## config.mk

```make
export PLATFORM = sky130hd
export DESIGN_NAME = reduce_threshold_ctrl
export DESIGN_NICKNAME = d
export VERILOG_FILES = /design/src/rtl/reduce_threshold_ctrl_pkg.sv /design/src/rtl/reduce_threshold_ctrl_thr_level_reg.sv /design/src/rtl/reduce_threshold_ctrl.sv
export SDC_FILE = /design/constraint.sdc
export NUM_CORES = 1
export LEC_CHECK = 0
export ABC_CLOCK_PERIOD_IN_PS = 7980
export CORE_AREA = 2 2 108 110
export DETAILED_ROUTE_END_ITERATION = 8
export DIE_AREA = 0 0 110 112
export GPL_TIMING_DRIVEN = 0
export HOLD_SLACK_MARGIN = 0.1
export PLACE_DENSITY = 0.57
export SYNTH_ARGS = -nofsm -noshare
export SYNTH_HDL_FRONTEND = slang
export SYNTH_SLANG_ARGS = --single-unit
```

## constraint.sdc

```tcl
create_clock -name clk -period 7.98 [get_ports clk]
set_clock_uncertainty 0.1 [all_clocks]
set_input_delay 1.995 -clock clk [delete_from_list [all_inputs] [get_ports clk]]
set_output_delay 1.995 -clock clk [all_outputs]
set_load 0.05 [all_outputs]
```

## src/rtl/reduce_threshold_ctrl_pkg.sv

```systemverilog
`default_nettype none
// ============================================================================
//  Module      : reduce_threshold_ctrl_pkg
//  Description : Shared definitions for the HSV threshold sequencer and the
//                colour-reduction stage (field codes, FSM codes, mask helper).
//  Revision    : 1.0 - initial release
// ============================================================================
package reduce_threshold_ctrl_pkg;

    localparam int DATA_W_DEF = 8;

    // Selected-field encodings
    localparam logic [1:0] FIELD_H = 2'd0;
    localparam logic [1:0] FIELD_S = 2'd1;
    localparam logic [1:0] FIELD_V = 2'd2;

    // Controller state encodings
    localparam logic [1:0] ST_IDLE  = 2'd0;
    localparam logic [1:0] ST_EDIT  = 2'd1;
    localparam logic [1:0] ST_SWEEP = 2'd2;

    // Right-aligned mask of 'width' bits whose top 'lvl' bits are ones.
    // Callers size-cast the result down to their own channel width.
    function automatic logic [31:0] level_to_mask(input int width, input int lvl);
        logic [31:0] m;
        m = '0;
        for (int i = 0; i < 32; i++) begin
            if ((i < width) && (i + lvl >= width)) begin
                m[i] = 1'b1;
            end
        end
        return m;
    endfunction

endpackage
`default_nettype wire

```

## src/rtl/reduce_threshold_ctrl_thr_level_reg.sv

```systemverilog
`default_nettype none
// ============================================================================
//  Module      : thr_level_reg
//  Description : One channel's working/active level pair with saturating
//                edit, wrap-around decrement, commit, discard and a
//                registered mask derived from the active level.
//  Revision    : 1.0 - initial release
// ============================================================================
module thr_level_reg
    import reduce_threshold_ctrl_pkg::*;
#(
    parameter int DATA_W  = DATA_W_DEF,
    parameter int RST_LVL = 4
) (
    input  logic              clk,
    input  logic              reset,
    input  logic              i_inc,
    input  logic              i_dec,
    input  logic              i_wrapDec,
    input  logic              i_commit,
    input  logic              i_discard,
    output logic [DATA_W-1:0] o_mask,
    output logic              o_diffNext
);

    localparam int LVL_W = $clog2(DATA_W + 1);
    localparam logic [LVL_W-1:0] c_MAX = LVL_W'(DATA_W);
    localparam logic [LVL_W-1:0] c_MIN = LVL_W'(1);
    localparam logic [LVL_W-1:0] c_RST = LVL_W'(RST_LVL);

    logic [LVL_W-1:0]  r_work;
    logic [LVL_W-1:0]  r_act;
    logic [DATA_W-1:0] r_mask;
    logic [LVL_W-1:0]  w_workEdit;
    logic [LVL_W-1:0]  w_actWrap;
    logic [LVL_W-1:0]  w_workNext;
    logic [LVL_W-1:0]  w_actNext;

    // Next working/active levels; discard and sweep step override edits,
    // and a commit copies the pre-edit working value.
    always_comb begin
        w_workEdit = r_work;
        if (i_inc && (r_work != c_MAX)) begin
            w_workEdit = r_work + LVL_W'(1);
        end else if (i_dec && (r_work != c_MIN)) begin
            w_workEdit = r_work - LVL_W'(1);
        end
        w_actWrap  = (r_act == c_MIN) ? c_MAX : (r_act - LVL_W'(1));
        w_workNext = w_workEdit;
        w_actNext  = r_act;
        if (i_discard) begin
            w_workNext = r_act;
        end else if (i_wrapDec) begin
            w_workNext = w_actWrap;
            w_actNext  = w_actWrap;
        end else if (i_commit) begin
            w_actNext  = r_work;
        end
    end

    assign o_diffNext = (w_workNext != w_actNext);
    assign o_mask     = r_mask;

    // Level registers; the mask is rebuilt from the next active level.
    always_ff @(posedge clk or negedge reset) begin
        if (!reset) begin
            r_work <= c_RST;
            r_act  <= c_RST;
            r_mask <= DATA_W'(level_to_mask(DATA_W, RST_LVL));
        end else begin
            r_work <= w_workNext;
            r_act  <= w_actNext;
            r_mask <= DATA_W'(level_to_mask(DATA_W, int'(w_actNext)));
        end
    end

endmodule
`default_nettype wire

```

## src/rtl/reduce_threshold_ctrl.sv

```systemverilog
`default_nettype none
// ============================================================================
//  Module      : reduce_threshold_ctrl
//  Description : Button/auto-sweep sequencer producing H/S/V threshold masks,
//                committing edits only at frame boundaries.
//  Revision    : 1.0 - initial release
// ============================================================================
module reduce_threshold_ctrl
    import reduce_threshold_ctrl_pkg::*;
#(
    parameter int DATA_W       = DATA_W_DEF,
    parameter int SWEEP_FRAMES = 30,
    parameter int H_RST_LVL    = 4,
    parameter int S_RST_LVL    = 3,
    parameter int V_RST_LVL    = 3
) (
    input  logic              clk,
    input  logic              reset,
    input  logic              btn_up,
    input  logic              btn_down,
    input  logic              btn_next,
    input  logic              sweep_en,
    input  logic              frame_start,
    output logic [DATA_W-1:0] hThreshold,
    output logic [DATA_W-1:0] sThreshold,
    output logic [DATA_W-1:0] vThreshold,
    output logic [1:0]        sel_field,
    output logic              pending,
    output logic [1:0]        state_dbg
);

    localparam int CNT_W = (SWEEP_FRAMES > 1) ? $clog2(SWEEP_FRAMES) : 1;
    localparam logic [CNT_W-1:0] c_CNT_LAST = CNT_W'(SWEEP_FRAMES - 1);

    logic [1:0]       r_state;
    logic [1:0]       r_sel;
    logic [CNT_W-1:0] r_cnt;
    logic             r_pending;

    logic [1:0]       w_stateNext;
    logic [1:0]       w_selNext;
    logic [CNT_W-1:0] w_cntNext;
    logic             w_editOk;
    logic             w_up;
    logic             w_down;
    logic             w_commit;
    logic             w_discard;
    logic             w_step;
    logic             w_pendNext;

    logic [DATA_W-1:0] w_mask [3];
    logic [2:0]        w_diff;

    // Shared control qualifiers: sweep request blocks every button action.
    assign w_editOk   = (r_state != ST_SWEEP) && !sweep_en;
    assign w_up       = w_editOk && btn_up && !btn_down;
    assign w_down     = w_editOk && btn_down && !btn_up;
    assign w_commit   = (r_state == ST_EDIT) && !sweep_en && frame_start && r_pending;
    assign w_discard  = (r_state == ST_EDIT) && sweep_en;
    assign w_step     = (r_state == ST_SWEEP) && sweep_en && frame_start && (r_cnt == c_CNT_LAST);
    assign w_pendNext = |w_diff;

    generate
        for (genvar g = 0; g < 3; g++) begin : g_chan
            localparam logic [1:0] c_FIELD = (g == 0) ? FIELD_H : (g == 1) ? FIELD_S : FIELD_V;
            localparam int c_RST_LVL = (g == 0) ? H_RST_LVL : (g == 1) ? S_RST_LVL : V_RST_LVL;
            thr_level_reg #(
                .DATA_W  (DATA_W),
                .RST_LVL (c_RST_LVL)
            ) u_lvl (
                .clk        (clk),
                .reset      (reset),
                .i_inc      (w_up && (r_sel == c_FIELD)),
                .i_dec      (w_down && (r_sel == c_FIELD)),
                .i_wrapDec  (w_step),
                .i_commit   (w_commit),
                .i_discard  (w_discard),
                .o_mask     (w_mask[g]),
                .o_diffNext (w_diff[g])
            );
        end
    endgenerate

    // Next-state, field select and sweep frame counter.
    always_comb begin
        w_stateNext = r_state;
        w_selNext   = r_sel;
        w_cntNext   = r_cnt;
        if (w_editOk && btn_next) begin
            w_selNext = (r_sel == FIELD_V) ? FIELD_H : (r_sel + 2'd1);
        end
        case (r_state)
            ST_IDLE: begin
                if (sweep_en) begin
                    w_stateNext = ST_SWEEP;
                end else if (btn_up || btn_down) begin
                    w_stateNext = ST_EDIT;
                end
            end
            ST_EDIT: begin
                if (sweep_en) begin
                    w_stateNext = ST_SWEEP;
                end else if (w_commit) begin
                    w_stateNext = w_pendNext ? ST_EDIT : ST_IDLE;
                end
            end
            ST_SWEEP: begin
                if (!sweep_en) begin
                    w_stateNext = ST_IDLE;
                    w_cntNext   = '0;
                end else if (frame_start) begin
                    w_cntNext = w_step ? '0 : (r_cnt + CNT_W'(1));
                end
            end
            default: begin
                w_stateNext = ST_IDLE;
            end
        endcase
    end

    // Controller state registers.
    always_ff @(posedge clk or negedge reset) begin
        if (!reset) begin
            r_state   <= ST_IDLE;
            r_sel     <= FIELD_H;
            r_cnt     <= '0;
            r_pending <= 1'b0;
        end else begin
            r_state   <= w_stateNext;
            r_sel     <= w_selNext;
            r_cnt     <= w_cntNext;
            r_pending <= w_pendNext;
        end
    end

    assign hThreshold = w_mask[0];
    assign sThreshold = w_mask[1];
    assign vThreshold = w_mask[2];
    assign sel_field  = r_sel;
    assign pending    = r_pending;
    assign state_dbg  = r_state;

endmodule
`default_nettype wire
```

==> out/metrics.csv <==
metric,value,unit
Post-CTS Resized,0,
crit-path max FO,10,
DRT iter0 DRCs,216,
worst endpoint required time,8090,ps
ant diodes,0,
post-CTS setup buffers,0,
outcome,"finished, final reports clean",
pre-CTS WS,2330,ps
DR vias/cell,5.46,
Reg power frac,27.5,%
CP cell instances,clkdlybuf4s50_1 > buf_2 > nand4b_1 > nor2_1 > clkbuf_1 > buf_1 > o22ai_1 > xor2_1 > nor4_2 > o211ai_2 > o21a_1,
Buffers & Inverters on Critical Path,4,
GRT met1 Usage,22.8,%
share of layout cells above drive strength 1,13.7,%
later-pin clock latency in the skew report,330,ps
core area,11200,um2
worst path arrival time,5520,ps
"slowest stage delay, CP",520,ps
Net Switching,0.835,mW
Final Critical Period,5400,ps
Max Cap Violations,0,
die area,12300,um2
area growth from synthesis to layout,22.5,%
number of buffers created by CTS,9,
Final Setup Violations,0,
vias in the first global route,3038,
DRC Markers,0,
sequential share of the synthesized area,38.9,%
Post-Syn Area per Cell,9.33,um2
gr busiest metal,met2,
Ports,36,
final worst slack,2580,ps
Rel. slew slack,42.6,%
worst min-delay path class,reg2reg,
power share of the combinational group,51.6,%
clock share of power,20.9,%
Clock Pin Slew Worst Setup and Hold Paths,50,ps
Slew @ Worst Pin,860,ps
Final Hold Vio Count,0,
Site Rows,39,
port buffer count,35,
fmax,185,MHz
max-slew violation count,0,
Chip Height,112,um
YS warnings,0,
Post-synth EDFFs,0,
met3 usage,3.63,%
period utilisation layout,67.7,%
Detailed Route WL,9780,um
TritonRoute pass-1 iters,5,
Int Pwr,1.07,mW
Hold Buf Count CTS,0,
pwr dens,410,nW/um2
slowest cell on the critical path,buf_1,
post-synth top area share,25.0,%
unrepaired setup endpoints after global routing,no,
Synth area leader,dfrtp_1,
HPWL Detailed,7040,um
"Remaining Overflow, GRT",0,
Leak Pwr,1.97,nW
kind of end point of the critical path,flop,
initial core utilization,34.0,%
CTS tree,done,
Wirelength per Cell,16.2,um
synthesized area,3800,um2
DP Area,4340,um2
H-tree Lvls,3,
Die X,110,um
family with the most delay on the worst path,buffers and inverters,
global placement routability congestion,0.864,
Max VDD drop,0.000214,V
"antenna viol nets, final",0,
most common library cells after synthesis,"dfrtp_1 (38), o21ai_0 (38), nand2_1 (32), ha_1 (30)",
total track usage,16.5,%
global-route wire length before repair,15700,um
Post-Syn Instances,407,
async set or reset register ratio after synthesis,100,%
Main synth FF type,dfrtp_1,
synth top area cells,"dfrtp_1 (25%), dfstp_2 (14%), ha_1 (9.9%)",
largest net degree at the start of global routing,33,
critical path class,in2reg,
CTS Root Cell,clkbuf_16,
"Design Area, Final",4650,um2
met2 Use GR,25.5,%
Setup TNS,0,ps
fin nets,491,
clock buffer depth,2,
syn nets,444,
antenna violations before repair,0,
Cell variety after synth,64,
CTS sink cnt,58,
Yosys reg bits,58,
total number of vias,3288,
sw frac,43.8,%
Startpoint Class,primary input,
-- layer usage --
metal  part of all wire (%)  wire length (um)
met5                      0                 0
met4                    1.4               141
met2                     47              4640
met1                     46              4540
met3                    4.7               459
-- placed cells by master, fill, tap and decap left out, types with 5 or more instances in the layout --
cell,count
a221o_1,5
ha_1,30
xor2_1,7
nand4_1,8
clkbuf_1,9
dfrtp_1,38
a21oi_1,26
nand2_1,32
o21ai_0,38
nor3b_1,5
nand2b_1,8
a22oi_1,5
xnor2_1,14
nand3_1,9
nor3_1,10
inv_1,21
dfstp_2,20
clkdlybuf4s50_1,34
nor2_1,26
buf_2,9
clkbuf_16,9
-- flip-flops by register name, indices dropped and copies added (netlist names) --
| register | flops |
|---|---|
| g_chan.u_lvl.o_mask | 24 |
| g_chan.u_lvl.r_work | 12 |
| pending | 1 |
| g_chan.u_lvl.r_act | 12 |
| state_dbg | 2 |
| r_cnt | 5 |
| sel_field | 2 |
-- cells by family (layout without fill, tap and decap cells) --
family | Yosys count | in the layout | share of synthesized area, %
AO/OA/AOI/OAI | 117 | 117 | 20.3
XOR/XNOR | 21 | 21 | 4.84
multiplexers | 7 | 7 | 1.94
adder cells (fa/ha/maj) | 30 | 30 | 9.88
flip-flops | 58 | 58 | 38.9
buffers and inverters | 38 | 90 | 4.02
AND/OR/NAND/NOR | 136 | 136 | 20.2
-- path summary, 6_finish.rpt --
kind | from | endpoint | slack (ps) | depth (start not counted)
worst min register to register | r_cnt[4] | r_cnt[4] | 400 | 1
max in group asynchronous | reset | g_chan[0].u_lvl.r_act[2] | 5510 | 2
worst max-delay path | sweep_en | state_dbg[0] | 2580 | 11
worst max register to register | r_cnt[1] | state_dbg[0] | 4180 | 11
min in group asynchronous | reset | g_chan[2].u_lvl.r_work[2] | 1600 | 1
worst min-delay path | r_cnt[4] | r_cnt[4] | 400 | 1
-- through the flow --
stage	instances	power, mW	hold slack, ps	util, %
finish	602	1.91	398	41.6
global route	602	2.03	430	41.6
global placement	585	1.49	384	38.7
detailed placement	586	1.50	390	38.9
floorplan	407	1.24	364	-
CTS	602	1.91	396	41.6
-- worst reg2reg max path, delay by kind of cell, from the launching register on --
family | cells | cell delay (ps)
adder cells (fa/ha/maj) | 1 | 190
AND/OR/NAND/NOR | 3 | 850
flip-flops | 1 | 430
buffers and inverters | 3 | 1070
XOR/XNOR | 1 | 260
AO/OA/AOI/OAI | 3 | 780
-- power by group through the flow --
| stage | Sequential (mW) | Clock (mW) | Combinational [mW] |
|---|---|---|---|
| after floorplan | 0.715 | 0 | 0.525 |
| after global placement | 0.525 | 0 | 0.968 |
| after detailed placement | 0.526 | 0 | 0.978 |
| after CTS | 0.524 | 0.406 | 0.985 |
| after global routing | 0.539 | 0.419 | 1.07 |
| final | 0.525 | 0.398 | 0.984 |
-- cell type report --
| cell class | count | area, um2 |
|---|---|---|
| well taps | 143 | 179 |
| clock buffers | 14 | 274 |
| fillers | 1093 | 6520 |
| repair buffers | 36 | 365 |
| clock inverters | 2 | 35.0 |
| plain buffers | 17 | 73.8 |
| flip-flops and latches | 58 | 1480 |
| multi-input cells | 311 | 2170 |
| inverters | 21 | 78.8 |
No activity file was read; power rests on OpenSTA's default activity.
